[src/rtl/dmem_arbiter.sv]
// dmem_arbiter
//   Two-port arbiter and access sequencer in front of a single-ported data
//   memory. Port 0 is the pipeline MEM stage and port 1 is a secondary master
//   such as a loader or debug port. One request is latched at a time. The
//   memory strobes are held for LAT cycles, read data is captured on the last
//   of those cycles, and the owner gets a one-cycle done pulse. Misaligned
//   word accesses complete immediately with err set and never touch memory.
//
//   Build option: define DMEM_ARB_RR_EN for round-robin arbitration between
//   the two ports. Without it, port 0 has fixed priority over port 1.
//
// Ports
//   clk, rst_n                  clock (rising edge), async active-low reset
//   pN_req/we/addr/wdata        request from port N (req held until done)
//   pN_done/rdata/err           completion pulse, read data, misalign flag
//   mem_addr/wdata/read/write   memory-side request (byte address)
//   mem_rdata                   memory read data
module dmem_arbiter #(
  parameter int unsigned AW  = 32,
  parameter int unsigned DW  = 32,
  parameter int unsigned LAT = 2
) (
  input  logic          clk,
  input  logic          rst_n,
  input  logic          p0_req,
  input  logic          p0_we,
  input  logic [AW-1:0] p0_addr,
  input  logic [DW-1:0] p0_wdata,
  output logic          p0_done,
  output logic [DW-1:0] p0_rdata,
  output logic          p0_err,
  input  logic          p1_req,
  input  logic          p1_we,
  input  logic [AW-1:0] p1_addr,
  input  logic [DW-1:0] p1_wdata,
  output logic          p1_done,
  output logic [DW-1:0] p1_rdata,
  output logic          p1_err,
  output logic [AW-1:0] mem_addr,
  output logic [DW-1:0] mem_wdata,
  output logic          mem_read,
  output logic          mem_write,
  input  logic [DW-1:0] mem_rdata
);

  localparam int unsigned      CW    = $clog2(LAT + 1);
  localparam logic [CW-1:0]    LAT_C = CW'(LAT);

  typedef enum logic [1:0] {
    IDLE,
    ACCESS,
    DONE
  } state_t;

  state_t        state;
  state_t        state_next;
  logic [CW-1:0] cnt;
  logic [CW-1:0] cnt_inc;
  logic          access_last;

  logic          any_req;
  logic          grant_id;
  logic          sel_we;
  logic [AW-1:0] sel_addr;
  logic [DW-1:0] sel_wdata;
  logic          misaligned;

  logic          lat_we;
  logic [AW-1:0] lat_addr;
  logic [DW-1:0] lat_wdata;
  logic          owner;
  logic          err_flag;

  // Arbitration
  always_comb any_req = p0_req | p1_req;

`ifdef DMEM_ARB_RR_EN
  // Pointer to the last granted port; reset value says "port 1 last" so the
  // first contested grant goes to port 0.
  logic last_grant;

  always_ff @(posedge clk or negedge rst_n) begin
    if (!rst_n) begin
      last_grant <= 1'b1;
    end else if (state == IDLE && any_req) begin
      last_grant <= grant_id;
    end
  end

  always_comb begin
    if (p0_req && p1_req) grant_id = ~last_grant;
    else                  grant_id = p1_req;
  end
`else
  // Port 1 only wins when port 0 is not asking.
  always_comb grant_id = ~p0_req;
`endif

  always_comb begin
    sel_we     = grant_id ? p1_we    : p0_we;
    sel_addr   = grant_id ? p1_addr  : p0_addr;
    sel_wdata  = grant_id ? p1_wdata : p0_wdata;
    misaligned = (sel_addr[1:0] != 2'b00);
    cnt_inc    = cnt + CW'(1);
    access_last = (cnt_inc == LAT_C);
  end

  // State register
  always_ff @(posedge clk or negedge rst_n) begin
    if (!rst_n) state <= IDLE;
    else        state <= state_next;
  end

  // Next state and outputs. Strobes and done decode straight from the state
  // register so an async reset drops them immediately.
  always_comb begin
    state_next = state;
    mem_read   = 1'b0;
    mem_write  = 1'b0;
    p0_done    = 1'b0;
    p1_done    = 1'b0;
    p0_err     = 1'b0;
    p1_err     = 1'b0;
    mem_addr   = lat_addr;
    mem_wdata  = lat_wdata;
    case (state)
      IDLE: begin
        if (any_req) state_next = misaligned ? DONE : ACCESS;
      end
      ACCESS: begin
        mem_read  = ~lat_we;
        mem_write = lat_we;
        if (access_last) state_next = DONE;
      end
      DONE: begin
        state_next = IDLE;
        p0_done    = ~owner;
        p1_done    = owner;
        p0_err     = ~owner & err_flag;
        p1_err     = owner & err_flag;
      end
      default: state_next = IDLE;
    endcase
  end

  // Request latch, access counter and per-port read data. A misaligned grant
  // records owner/err only, so mem_addr/mem_wdata keep the last real access.
  always_ff @(posedge clk or negedge rst_n) begin
    if (!rst_n) begin
      cnt       <= '0;
      lat_we    <= 1'b0;
      lat_addr  <= '0;
      lat_wdata <= '0;
      owner     <= 1'b0;
      err_flag  <= 1'b0;
      p0_rdata  <= '0;
      p1_rdata  <= '0;
    end else begin
      case (state)
        IDLE: begin
          if (any_req) begin
            owner    <= grant_id;
            err_flag <= misaligned;
            cnt      <= '0;
            if (misaligned) begin
              if (grant_id) p1_rdata <= '0;
              else          p0_rdata <= '0;
            end else begin
              lat_we    <= sel_we;
              lat_addr  <= sel_addr;
              lat_wdata <= sel_wdata;
            end
          end
        end
        ACCESS: begin
          cnt <= cnt_inc;
          if (access_last && !lat_we) begin
            if (owner) p1_rdata <= mem_rdata;
            else       p0_rdata <= mem_rdata;
          end
        end
        default: ;
      endcase
    end
  end

endmodule

[config.mk]
export PLATFORM = sky130hd
export DESIGN_NAME = dmem_arbiter
export DESIGN_NICKNAME = d
export VERILOG_FILES = /design/src/rtl/dmem_arbiter.sv
export SDC_FILE = /design/constraint.sdc
export NUM_CORES = 1
export LEC_CHECK = 0
export ABC_CLOCK_PERIOD_IN_PS = 2800
export CORE_AREA = 2 2 124 114
export CTS_BUF_LIST = sky130_fd_sc_hd__clkbuf_4
export DETAILED_ROUTE_END_ITERATION = 10
export DIE_AREA = 0 0 126 116
export HOLD_SLACK_MARGIN = 0.15
export PLACE_DENSITY = 0.86
export SLEW_MARGIN = 20
export SYNTH_ARGS = -nofsm -noshare
export SYNTH_HDL_FRONTEND = slang
export SYNTH_SLANG_ARGS = --single-unit
[constraint.sdc]
create_clock -name clk -period 2.8 [get_ports clk]
set_clock_uncertainty 0.15 [all_clocks]
set_input_delay 0.56 -clock clk [delete_from_list [all_inputs] [get_ports clk]]
set_output_delay 0.56 -clock clk [all_outputs]
set_load 0.05 [all_outputs]
==> results.txt <==
The run finished with clean final reports. Counting cells, the worst reg-to-reg path comes to 6. The per-cell routed wire length is 18.1 um.

The total DRC errors in the routed layout is 0. Sorting the synthesized cells by area gives the leading types as sky130_fd_sc_hd__dfrtp_1 (57%), sky130_fd_sc_hd__mux2i_1 (16%), sky130_fd_sc_hd__nand2_1 (6.1%). The mean instance size in the synthesized netlist came out at 11.1 um^2.

The fraction of the yosys area taken by sequential cells came out at 57.2%. The number of standard cells in the layout, taps in and fillers out is 1007. The number of global-route vias before repair is 5401.

Clock latency on the worst-skew pair, taken at its later pin, is 0.54 ns. Max-cap violations in this run came to 0. The leakage power of the design is 4.33 nW.

In this run the cell area of the synthesized design comes to 5910 um^2. The total iterations of the first detailed-routing run is 4. The antenna diode instance count came out at 0. TritonCTS built the clock tree. At the worst endpoint, the required time is 2.09 ns. The global-route wire length before repair is 28300 um. The worst-case clock buffer depth came out at 2. The accumulated negative setup slack is 0 ns. The number of placed I/O pins came out at 300. The highest attainable clock frequency is 394 MHz. The most common cell after layout, fill and taps aside is sky130_fd_sc_hd__clkdlybuf4s50_1. The worst register-to-register path ends at mem_wdata[4]. The power per standard cell area is 1150 nW/um^2. The reg-to-reg critical path startpoint is state[1]. The synthesized design spends more area on one cell type than any other, namely sky130_fd_sc_hd__dfrtp_1.

Cells with a size suffix above 1 make up 6.79% of the layout. The largest net degree at the start of global routing came out at 129. The post-synthesis sequential element count came out at 135. The post-detailed-route count of antenna-violating nets came out at 0.

After legalization and detailed placement, the total HPWL measured 13500 um. The worst setup path is launched from a flop. Summed over all layers, the global routing overflow is 0. The die span in x came out at 126 um. The share of synthesized area in the top cell type comes to 57.2%. Global routing used 25.0% of the available tracks across all layers.

The total setup buffers inserted after CTS came out at 0. Walking the worst path, the cells encountered are nand2b_1 -> nor2_1 -> dlygate4sd2_1. The maximum fanout count along the critical path came out at 4. In this run the worst hold path is classified as reg2reg. The number of max-slew violations in the final report came out at 0. The synthesized instance count is 532. The startpoint of the worst hold path is mem_wdata[8]. For hold timing, the worst endpoint is mem_wdata[8]. The placer congestion estimate is 0.858. The number of distinct library cell variants in the gate-level netlist after synthesis came out at 31.

The initial antenna violation count came out at 0. The starting utilization of the core area came out at 44.7%. The TritonCTS sink count came out at 135. The setup check on the worst reg-to-reg path leaves a slack of 0.89 ns. The core outline area is 13200 um^2. For the finished layout, the period the worst path requires is 2.54 ns. The critical path arrival came out at 1.83 ns. The synthesized net count is 699.

The worst hold path cell count is 2. Clock tree synthesis inserted a total of 17 buffers. The largest individual stage delay along the critical path comes from the cell sky130_fd_sc_hd__dlygate4sd2_1. The share of the clock period used by the worst path came out at 90.6%. The full die area came out at 14600 um^2.

The number of vias in the routed layout came out at 5207. After detailed placement, the design holds a cell count of 973. Clock-pin slew was measured on the worst setup and hold paths at 0.11 ns. The detailed router's first-iteration violation count came out at 329.

The Yosys step of the flow raised 0 warnings. In this run the clock root is driven by a sky130_fd_sc_hd__clkbuf_4. After detailed routing, the number of vias per cell comes to 5.17. The largest incremental delay on the critical path came out at 0.56 ns.

The number of failing hold endpoints at the final stage was 0. The H-tree was split into 4 levels. The setup path with the least slack is of type reg2out. The net count reported at finish is 993. The worst-case headroom to the max-slew limit is 55.8%. The routed design has 18200 um of wire. The y dimension of the die came out at 116 um. The synthesis-to-layout area growth is 59.6%. The final setup violation count came out at 0. The worst setup path is captured at an output pin. In the layout the commonest cells are sky130_fd_sc_hd__clkdlybuf4s50_1 (291), sky130_fd_sc_hd__dfrtp_1 (135), sky130_fd_sc_hd__nand2_1 (96). Setup repair after global routing left no endpoint under its margin. The worst-margin pin slew came out at 0.663 ns. The number of placement rows is 40. VDD sags by at most 747 uV. The number of port buffers came out at 299.
[report_power, final]
group	total, mW	internal (mW)	switching (mW)
Combinational	6.14	2.08	4.06
Clock	1.54	0.799	0.738
Sequential	3.15	2.69	0.462
[kinds of logic after synthesis]
| family | Yosys count | share of synthesized area [%] |
|---|---|---|
| multiplexers | 96 | 16.3 |
| AO/OA/AOI/OAI | 109 | 11.9 |
| adder cells (fa/ha/maj) | 1 | 0.212 |
| buffers and inverters | 70 | 5.55 |
| AND/OR/NAND/NOR | 121 | 8.87 |
| flip-flops | 135 | 57.2 |
[worst max-delay path, delay by kind of cell, from the launching register on]
| kind | cells | cell delay [ns] |
|---|---|---|
| DFF | 1 | 0.39 |
| buffers and inverters | 1 | 0.56 |
| and+or+nand+nor | 2 | 0.33 |
[sequential cells by signal, indices dropped and copies added (netlist names)]
register and flops:
cnt 2, err_flag 1, lat_we 1, mem_addr 32, mem_wdata 32, owner 1
p0_rdata 32, p1_rdata 32, state 2
[per-layer routing]
layer,track usage [%],wire (um)
met5,0,0
met4,10.4,524
met3,11.0,1890
met2,42.2,9060
met1,28.0,6700
[Yosys cell counts]
library cell	n
sky130_fd_sc_hd__inv_1	33
sky130_fd_sc_hd__buf_2	19
sky130_fd_sc_hd__nand2_2	1
sky130_fd_sc_hd__o21ai_1	63
sky130_fd_sc_hd__buf_1	4
sky130_fd_sc_hd__clkbuf_1	7
sky130_fd_sc_hd__nor3_2	1
sky130_fd_sc_hd__o21ai_0	5
sky130_fd_sc_hd__buf_6	4
sky130_fd_sc_hd__dfrtp_1	135
sky130_fd_sc_hd__nor2b_1	3
sky130_fd_sc_hd__nand2b_1	2
sky130_fd_sc_hd__o21ai_2	1
sky130_fd_sc_hd__nor3_1	2
sky130_fd_sc_hd__mux2_2	1
sky130_fd_sc_hd__a22oi_1	1
sky130_fd_sc_hd__nand4bb_1	1
sky130_fd_sc_hd__buf_4	3
sky130_fd_sc_hd__ha_1	1
sky130_fd_sc_hd__mux2i_1	95
sky130_fd_sc_hd__nor2_1	8
sky130_fd_sc_hd__a221o_1	1
sky130_fd_sc_hd__nand2_1	96
sky130_fd_sc_hd__o41ai_4	1
sky130_fd_sc_hd__a22o_1	32
sky130_fd_sc_hd__nor3b_4	1
sky130_fd_sc_hd__and3_1	1
sky130_fd_sc_hd__o221ai_1	1
sky130_fd_sc_hd__and2_1	4
sky130_fd_sc_hd__a21oi_1	4
sky130_fd_sc_hd__nor4b_2	1
[stage by stage]
stage                     setup slack, ns  hold slack [ns]  area, um^2  power [mW]  utilization (%)
after floorplan                     0.517            0.114        5910        7.08                -
after global placement              0.454            0.319        9070        9.17             68.6
after detailed placement            0.399            0.324        9070        9.34             68.6
after CTS                           0.208            0.356        9430        10.9             71.4
after global routing                0.178            0.379        9430        11.3             71.4
final                               0.263            0.351        9430        10.8             71.4
[area by class of cell]
type / instances / area, um^2
clock buffers: 18 / 135
clock inverters: 14 / 206
fillers: 927 / 3780
inverters: 33 / 124
multi-input cells: 327 / 2230
flip-flops and latches: 135 / 3380
well taps: 168 / 210
repair buffers: 312 / 3140
[how the worst max path moves through the flow]
stage / startpoint / endpoint / slack, ns / cells after the start
global route: state[1] / mem_read / 0.18 / 3
detailed placement: p0_addr[0] / p0_rdata[26] / 0.40 / 6
finish: state[1] / mem_read / 0.26 / 3
floorplan: state[0] / mem_write / 0.52 / 5
CTS: state[1] / mem_read / 0.21 / 3
global placement: p0_addr[0] / p0_rdata[10] / 0.45 / 6
[repair_timing]
| action | CTS | global route |
|---|---|---|
| hold endpoints to repair | 69 | 0 |
| endpoints found under the setup margin | 1 | 0 |
| hold buffers | 2 | 0 |
| gates resized for setup | 1 | 0 |
(Power assumes the default switching activity.)
==> patch 1, RTL diff (same settings) <==
Build with the macro `DMEM_ARB_RR_EN` defined.
--- a/src/rtl/dmem_arbiter.sv
+++ b/src/rtl/dmem_arbiter.sv
@@ -17,2 +17,4 @@
 //   mem_rdata                   memory read data
+`define DMEM_ARB_RR_EN
+
 module dmem_arbiter #(
Behaviour: not the same (a bounded check fails within 4 cycles, from zero or initial values and one cycle with rst_n low).
==> patch 1 against the unedited design <==
  * Total power is 21% higher
  * Largest power group unchanged
  * Design area increased by 5.0%
  * Area after synthesis is 6.3% higher
  * Sequential cell count is 1 higher
  * Worst setup slack worse by 96 ps
  * Wire length is 2.2% lower
  * Critical path type unchanged
  * Clock power increased by 13%
==> patch 1: results (changes against the unedited design) <==
metric,value,unit,change
status,finished clean,,
synthDistinctLibCells,34,,+9.7%
gp_congestion,0.847,,-1.4%
crit_fanout,8,,+4
drtIter0Drc,220,,-33%
dp_cells,881,,-9.5%
place_ws,118,ps,-281 ps
maxSlewHeadroom,62.3,%,+6.5 points
ys_seq_area_share,54.2,%,-3.0 points
synth.net_count,594,,-15%
antenna_found_initial,1,,+1
ys_warn_count,0,,unchanged
synth_ff_type,dfrtp_1,,
postCtsSetupBuffers,0,,unchanged
grt_pass1_wl,27.4,mm,-2.9%
grt_usage,24.6,%,-0.39 points
fin_nets,900,,-9.4%
grt_pass1_vias,5196,,-3.8%
r2r_end,p0_rdata[13],,
peakVddDrop,810,uV,+8.4%
crit_slowest_cell,dlygate4sd2_1,,
reg2reg_from,state[1],,
cp_top_family,buffers and inverters,,
grt_max_degree,64,,-50%
power_leakage,4.30,nW,-0.58%
vias_per_cell,5.11,,-1.1%
cts_max_path_buffers,2,,unchanged
min_path_cells,1,,-1
cts_made_buffers,17,,unchanged
stdcell_count,915,,-9.1%
drive_gt1_share,30.7,%,+24 points
place_hpwl,13.3,mm,-1.8%
wl,17.8,mm,-2.2%
min_to,mem_addr[11],,
ys_async_sr_fraction,100,%,unchanged
clk_pin_slew_worst_paths,120,ps,
synthTopCellsByArea,"dfrtp_1, mux2_2, mux2_4",,
netlist_instances,427,,-20%
nFillCells,858,,-7.4%
clockRootBuffer,clkbuf_4,,
drv_slew,0,,unchanged
r2r_slack,490,ps,-400 ps
critPathArrivalTime,1920,ps,+90 ps
place_area,9490,um2,+4.7%
hp-start,mem_addr[11],,
synth_common_cells,"mux2_2, dfrtp_1, and2_1",,
## patch 1: logic make-up (layout without fill, tap and decap cells)
family,Yosys count,after routing,synth area share [%]
muxes,189,189,35.5
other,0,1,0
AOI/OAI and AO/OA,18,18,2.01
and+or+nand+nor,54,54,5.10
buffers and inverters,29,348,3.03
adders and majority gates,1,1,0.199
DFF,136,136,54.2
## patch 1: power by group
| group | switching (mW) | internal [mW] |
|---|---|---|
| Sequential | 0.574 | 2.92 |
| Clock | 0.760 | 0.980 |
| Combinational | 4.84 | 3.04 |
| Total | 6.17 | 6.94 |
## patch 1: per-stage QoR
step,util [%],hold WS [ps]
floorplan,-,114
global placement,71.8,320
detailed placement,71.8,332
CTS,74.9,362
global route,74.9,379
finish,74.9,368
## patch 1: how the worst max path moves through the flow
stage | slack (ps) | endpoint | depth (start not counted) | from
4_1_cts | 60 | p1_err | 4 | state[0]
5_1_grt | 20 | mem_read | 3 | state[1]
2_1_floorplan | 420 | p0_err | 2 | state[0]
3_5_place_dp | 120 | mem_wdata[28] | 6 | p1_req
3_3_place_gp | 150 | mem_wdata[27] | 6 | p1_req
6_report | 170 | mem_read | 3 | state[1]
## patch 1: timing repair
| action | CTS | global route |
|---|---|---|
| endpoints found under the setup margin | 6 | 2 |
| resized for setup | 6 | 3 |
| hold buffers | 1 | 0 |
| endpoints found under the hold margin | 41 | 0 |
## patch 1: per-layer routing
| layer | wire length [um] | vias up | track usage [%] |
|---|---|---|---|
| li1 | - | 2118 | - |
| met1 | 6650 | 2332 | 26.8 |
| met2 | 9380 | 180 | 43.6 |
| met3 | 1080 | 50 | 8.13 |
| met4 | 672 | 0 | 12.1 |
| met5 | 0 | - | 0 |
## patch 1: final cells by class
| class | count | area share (%) |
|---|---|---|
| clock inverters | 15 | 2.78 |
| clock buffers | 17 | 1.29 |
| multi-input cells | 262 | 27.4 |
| well taps | 168 | 2.12 |
| repair buffers | 311 | 31.8 |
| flip-flops and latches | 136 | 34.4 |
| inverters | 5 | 0.190 |
| diodes | 1 | 0.0253 |
==> patch 2, RTL diff (same flow settings) <==
Without the edit above. Encoding of `state_t`: now one-hot (3 bits for 3 states).
--- a/src/rtl/dmem_arbiter.sv
+++ b/src/rtl/dmem_arbiter.sv
@@ -48,6 +48,6 @@
 
-  typedef enum logic [1:0] {
-    IDLE,
-    ACCESS,
-    DONE
+  typedef enum logic [2:0] {
+    IDLE   = 3'b001,
+    ACCESS = 3'b010,
+    DONE   = 3'b100
   } state_t;
Formal check against the unedited RTL: same outputs for any inputs over 4 cycles, from zero or initial values and one cycle with rst_n low; so few cycles prove little.
==> patch 2 against the unedited design <==
  * Via count fell by 5.6%
  * Critical path type unchanged
  * Non-clock buffer count rose by 2
  * Total power fell by 18%
  * Worst setup slack got worse by 120 ps
  * Wire length fell by 4.1%
  * Area after synthesis rose by 2.9%
  * Final cell count fell by 3.3%
  * Sequential cell count rose by 1
  * Synthesized cell count fell by 7.5%
  * Design area rose by 1.8%
==> patch 2: results (changes against the unedited design) <==
metric,value,unit,change
status,finished clean,,
nonClkBufAreaFrac,33.0,%,-0.31 points
pwr-share-seq,32.9,%,+3.8 points
crit_path_start,state[2],,
critPathArrivalTime,1940,ps,+110 ps
netlist_instances,492,,-7.5%
seq_area,3410,um2,+0.81%
stdcell_count,974,,-3.3%
power_frac_comb,53.7,%,-3.0 points
synthTopCellsByArea,"dfrtp_1, mux2i_1, mux2_4",,
vias_per_cell,5.05,,-2.4%
synth_common_cells,"dfrtp_1, o21ai_0, mux2i_1, nand2_1, and2_1",,
n_all_buffers,314,,+0.64%
reg2reg_from,state[0],,
drive_gt1_share,15.5,%,+8.7 points
drtIter0Drc,202,,-39%
crit_slowest_cell,dfrtp_1,,
gp_congestion,0.836,,-2.6%
r2r_cells,5,,-1
grt_pass1_wl,27.3,mm,-3.3%
clk_share,2.67,%,-0.95 points
clock_buffers,17,,-1
synthDistinctLibCells,34,,+9.7%
r2r_end,p1_rdata[25],,
synth_area,6080,um2,+2.9%
wl,17.4,mm,-4.1%
peakVddDrop,703,uV,-5.9%
yosys.area_share.adder,0.206,%,-0.0060 points
inverters,2,,-94%
hp-start,mem_addr[28],,
crit_fanout,7,,+3
ys_seq_area_share,56.0,%,-1.2 points
grt_usage,24.3,%,-0.75 points
power_leakage,4.43,nW,+2.3%
swShare,46.7,%,-1.9 points
synth.net_count,659,,-5.7%
cp_top_family,flip-flops,,
maxSlewHeadroom,29.2,%,-27 points
## patch 2: logic make-up (layout without fill, tap and decap cells)
| family | count (synthesis) | count (layout) |
|---|---|---|
| AOI/OAI and AO/OA | 76 | 76 |
| adders and majority gates | 1 | 1 |
| DFF | 136 | 136 |
| muxes | 127 | 127 |
| and+or+nand+nor | 118 | 118 |
| buffers and inverters | 34 | 348 |
## patch 2: per-layer routing
metal / GRT usage, % / share of wire, % / vias to the layer above
met2: 41.0 / 50 / 223
met4: 6.30 / 1.4 / 0
li1: - / - / 2299
met3: 12.1 / 11 / 21
met5: 0 / 0 / -
met1: 27.7 / 37 / 2372
## patch 2: stage by stage
step | power [mW] | worst slack (ps)
finish | 8.90 | 148
global route | 9.34 | 24.8
CTS | 8.97 | 12.6
detailed placement | 7.77 | 171
global placement | 7.64 | 200
floorplan | 5.99 | 87.3
## patch 2: what timing repair did
action / CTS / global route
cloned: 0 / 0
hold buffers: 2 / 0
resized for setup: 2 / 6
endpoints found under the hold margin: 55 / 0
setup endpoints to repair: 2 / 3
